`config.mk`:
```
export PLATFORM = sky130hd
export DESIGN_NAME = f_bit_packer
export DESIGN_NICKNAME = d
export VERILOG_FILES = /design/src/rtl/f_bit_packer.sv
export SDC_FILE = /design/constraint.sdc
export NUM_CORES = 1
export LEC_CHECK = 0
export BUFFER_PORTS_ARGS = -buffer_cell sky130_fd_sc_hd__clkbuf_2
export CORE_ASPECT_RATIO = 1.5
export CORE_MARGIN = 3
export CORE_UTILIZATION = 50
export CTS_BUF_LIST = sky130_fd_sc_hd__clkbuf_2 sky130_fd_sc_hd__clkbuf_4 sky130_fd_sc_hd__clkbuf_8
export CTS_CLUSTER_DIAMETER = 80
export DETAILED_ROUTE_END_ITERATION = 7
export GPL_TIMING_DRIVEN = 1
export PLACE_DENSITY = 0.83
export SKIP_LAST_GASP = 1
export SYNTH_ARGS = -nofsm -noshare
export SYNTH_HDL_FRONTEND = slang
export SYNTH_SLANG_ARGS = --single-unit
export TNS_END_PERCENT = 5
```
`constraint.sdc`:
```
create_clock -name clk -period 3.44 [get_ports clk]
set_input_delay 0 -clock clk [delete_from_list [all_inputs] [get_ports clk]]
set_output_delay 0 -clock clk [all_outputs]
set_load 0.05 [all_outputs]
```
`src/rtl/f_bit_packer.sv`:
```
// f_bit_packer: samples a serial bit stream on qualified cycles, packs it into
// WORD_W-bit words and hands them out through a single valid/ready holding
// register. Partial words can be flushed. A sticky flag records dropped words.
module f_bit_packer #(
   parameter  int WORD_W    = 8,
   parameter  bit MSB_FIRST = 1'b0,
   localparam int LEN_W     = $clog2(WORD_W + 1)
) (
   input  logic              clk,
   input  logic              rst,
   input  logic              f,
   input  logic              f_en,
   input  logic              flush,
   output logic [WORD_W-1:0] word,
   output logic [LEN_W-1:0]  word_len,
   output logic              word_valid,
   input  logic              word_ready,
   output logic              ovf,
   input  logic              ovf_clr
);

   localparam int CNT_W = $clog2(WORD_W);

   typedef enum logic {EMPTY, FULL} state_t;

   state_t            state;
   logic [WORD_W-1:0] acc;
   logic [WORD_W-1:0] acc_nxt;
   logic [CNT_W-1:0]  bit_cnt;
   logic [CNT_W-1:0]  pos;
   logic [LEN_W-1:0]  cand_len;
   logic              cand_full;
   logic              cand_flush;
   logic              cand;

   // Accumulator including this cycle's bit, plus candidate-word detection.
   // acc_nxt is what gets loaded into the holding register on a candidate, so
   // a flush coinciding with f_en includes the bit being sampled.
   always_comb begin
      acc_nxt    = acc;
      pos        = MSB_FIRST ? (CNT_W'(WORD_W - 1) - bit_cnt) : bit_cnt;
      if (f_en) acc_nxt[pos] = f;
      cand_full  = f_en && (bit_cnt == CNT_W'(WORD_W - 1));
      cand_flush = flush && ((bit_cnt != '0) || f_en);
      cand       = cand_full || cand_flush;
      // Full word: bit_cnt is WORD_W-1 and f_en is 1, so this is WORD_W too.
      cand_len   = LEN_W'(bit_cnt) + LEN_W'(f_en);
   end

   // Bit accumulator: never stalls; a candidate always restarts it from zero.
   always_ff @(posedge clk) begin
      if (!rst) begin
         acc     <= '0;
         bit_cnt <= '0;
      end else if (cand) begin
         acc     <= '0;
         bit_cnt <= '0;
      end else if (f_en) begin
         acc     <= acc_nxt;
         bit_cnt <= bit_cnt + CNT_W'(1);
      end
   end

   // Holding register FSM with registered outputs and sticky overflow.
   // A candidate arriving while the register is held under backpressure is
   // dropped; ovf set wins over ovf_clr in the same cycle.
   always_ff @(posedge clk) begin
      if (!rst) begin
         state      <= EMPTY;
         word       <= '0;
         word_len   <= '0;
         word_valid <= 1'b0;
         ovf        <= 1'b0;
      end else begin
         case (state)
            EMPTY: begin
               if (cand) begin
                  word       <= acc_nxt;
                  word_len   <= cand_len;
                  word_valid <= 1'b1;
                  state      <= FULL;
               end
            end
            FULL: begin
               if (word_ready) begin
                  if (cand) begin
                     word     <= acc_nxt;
                     word_len <= cand_len;
                  end else begin
                     word_valid <= 1'b0;
                     state      <= EMPTY;
                  end
               end
            end
            default: begin
               word_valid <= 1'b0;
               state      <= EMPTY;
            end
         endcase

         if (state == FULL && !word_ready && cand) ovf <= 1'b1;
         else if (ovf_clr)                          ovf <= 1'b0;
      end
   end

endmodule

```
==> impl_results.md <==
* Number of max-cap violations at 0
* Antenna Cells at 0
* Post-synth EDFFs at 0
* Relative slew slack at 26.9%
* Combinational fraction of design power at approximately 19%
* P_int at between 0.4 and 0.5 mW
* Routed Antenna Nets at 0
* Clock slew at reported path FFs at 140 ps
* PwrDens at 492 mW/mm²
* Nets@finish at around 150
* Worst-Margin Slew at 1090 ps
* H-tree levels at 1
* Worst vdd ir at 367 µV
* Tcrit/Tclk final at 65.1%
* Root Driver: clkbuf_4
* Crit path to: acc[0]$_SDFFE_PP0P_
* First-pass GRT wire length at 4000 µm
* CTS buffer count at 3
* Yosys Warn Count at 0
* Endpoints failing hold at 0
* Peak Freq at 446 MHz
* 1st-iter DRT viols at 28
* Floorplan row count at 21
* Post-synth cell types at 28
* Fin Hold WS at 78.8 ps
* Worst slack, placed at 1270 ps
* Synthesized area at 0.00121 mm²
* Die Span X at 46.2 µm
* Top cell by count, worst path: ha_1
* Critical path arrival at 2430 ps
* Initial core utilization at a little over half
* Utilization after layout at between 50% and 60%
* Sequential power share at 49.2%
* Post-synth top area cell: dfxtp_1
* Area Overhead vs Synth at 12.0%
* Die Y at roughly 66 µm
* Top-area cell type share of the netlist area at 43.0%
* Clock Path Buffers at 2
* Flop-to-flop setup slack at 1200 ps
* Placer's final routability congestion estimate at 0.778
* Routed wire per std cell at ~16 µm
* Yosys reg bits at 26
* CP Launch Type: flop
* Core region area at 0.00226 mm²
* CTS tree: yes
* Clock share of power at 31.5%
* Synth area leaders: dfxtp_1 43%, mux2i_1 11%, a211oi_2 7.2%, a31oi_1 5.2%, ha_1 5.2%
* Drt pass-1 iters at 4
* Top Ports at 21
* Clock sinks at 26
* FF-to-FF End: acc[0]$_SDFFE_PP0P_
* HP Class: input port to flop
* DRC errors left at 0
* Critical path's top delay family: compound AO/OA/AOI/OAI gates
* Final setup margin at 1200 ps
* Slowest stage delay, CP at 870 ps
* Die footprint at 0.00306 mm²
* DP Wirelength at 1710 µm
* WS Path Type: flop to flop
* WP depth at 5
* Post-layout minimum cycle time at 2240 ps
* Largest net degree at the start of global routing at 17
* Setup repair bufs after CTS at 0
* Critical Path RT at 3620 ps
* Worst-Skew Late Latency at 330 ps
* Sw Share at 28.9%
* Routed WL at roughly 2400 µm
* Switching power at 0.193 mW
* CTS resizes at 0
* Synth cell count leaders: 26 x dfxtp_1, 13 x mux2i_1, 11 x nor2_1, 10 x a31oi_1, 7 x a211oi_2
* Vias in the first global route at 882
* Skew final at ~2.5 ps
* Initial antenna violation count at 0
* FILL cells at 191
* Syn_nets at 131
* Top-count cell post-synth: dfxtp_1
* Final setup vio count at 0
* Mapped Cells at 119
* Setup TNS at 0 ps
* Port bufs at 20
* CP Cell Sequence: ha_1, ha_1, a21oi_1, o21ai_0, nor2_1
* Grt total ovfl at 0
* Async S/R FF share, synth at 0%
* Crit Reg-Reg Startpoint: bit_cnt[1]$_SDFFE_PP0P_
* Syn Area/Cell at 10.2 µm²
* Worst reg-to-reg path cell count at 5
* Vias after detailed routing at 946
* Worst setup EP type: flop
* Vias per cell at 6.03
* Hold Path Origin: f
* Status: finished, final reports clean
* Critical path buffer and inverter count at 0
* Synth Flop Type: dfxtp_1
* Slowest cell on the critical path: o21ai_0
* Crit path launch: bit_cnt[1]$_SDFFE_PP0P_
* GR Util All Layers at 18.0%
* Final Max Tran Viols at 0
* Layout cells sized above 1 at 25.4%
* Static leakage at 0.564 nW
* RSZ-0062 raised after global routing: no
* Seq/Total Area, Yosys at a little over two fifths
* CP Max Fanout at 13
-- what timing repair did --
item                                    4_1_cts  5_1_grt
endpoints found under the hold margin         4        0
endpoints found under the setup margin        0        0
hold buffers                                  3        0
-- cell usage in the layout, fill, tap and decap left out, types with 3 or more instances in the layout --
cell / instances
dfxtp_1: 26
clkbuf_2: 20
mux2i_1: 13
nor2_1: 11
a31oi_1: 10
a211oi_2: 7
nand2_1: 6
ha_1: 5
inv_1: 4
a21oi_1: 3
nand4b_1: 3
clkbuf_4: 3
dlygate4sd3_1: 3
-- state kept, by name, indices dropped and copies added (netlist names) --
signal	flops
word_len	4
state	1
ovf	1
word	8
acc	8
bit_cnt	3
word_valid	1
-- layer usage --
layer / track usage (%) / vias up / part of all wire, %
met4: 8.54 / 0 / 2.9
met3: 2.18 / 9 / 4.1
li1: - / 462 / -
met1: 21.5 / 446 / 39
met5: 0 / - / 0
met2: 30.3 / 29 / 53
-- stage by stage --
step / instance area (µm²) / power [mW] / instances
global route: 1360 / 0.695 / 157
global placement: 1270 / 0.454 / 150
detailed placement: 1270 / 0.460 / 150
floorplan: 1210 / 0.438 / 119
CTS: 1360 / 0.671 / 157
finish: 1360 / 0.667 / 157
-- power groups by stage --
stage               sequential [mW]  combinational, mW  clock, mW
finish                        0.328              0.129      0.210
global route                  0.330              0.139      0.225
CTS                           0.328              0.129      0.214
detailed placement            0.335              0.125          0
global placement              0.333              0.121          0
floorplan                     0.370             0.0677          0
-- worst min path at each step --
stage | end | depth (start not counted) | slack [ps]
floorplan | word_valid$_SDFFE_PN0P_ | 1 | 120
global placement | word_valid$_SDFFE_PN0P_ | 2 | 210
detailed placement | word_valid$_SDFFE_PN0P_ | 2 | 230
CTS | acc[1]$_SDFFE_PP0P_ | 3 | 80
global route | acc[1]$_SDFFE_PP0P_ | 3 | 100
finish | acc[4]$_SDFFE_PP0P_ | 3 | 80
-- tightest hold or removal path, stage by stage --
cell and delay [ps]:
clkbuf_2 160, mux2i_1 130, nor2_1 90
-- logic make-up (layout without fill, tap and decap cells) --
logic type / count (synthesis) / count (layout) / synth area share [%]
buffers and inverters: 16 / 31 / 6.72
DFF: 26 / 26 / 43.0
AOI/OAI and AO/OA: 25 / 25 / 16.6
xor gates and xnor gates: 2 / 2 / 1.45
muxes: 13 / 13 / 10.8
adders and majority gates: 5 / 5 / 5.17
and+or+nand+nor: 32 / 32 / 16.2
-- area by class of cell --
cell class                 instances  area (µm²)  share of cell area, %
clock buffer                       3        22.5                   1.66
timing repair buffer              23         130                   9.60
clock inverter                     1        30.0                   2.22
tap                               23        28.8                   2.12
sequential                        26         520                   38.4
multi-input combinational         77         608                   44.9
inverter                           4        15.0                   1.11
(Power assumes the default switching activity.)
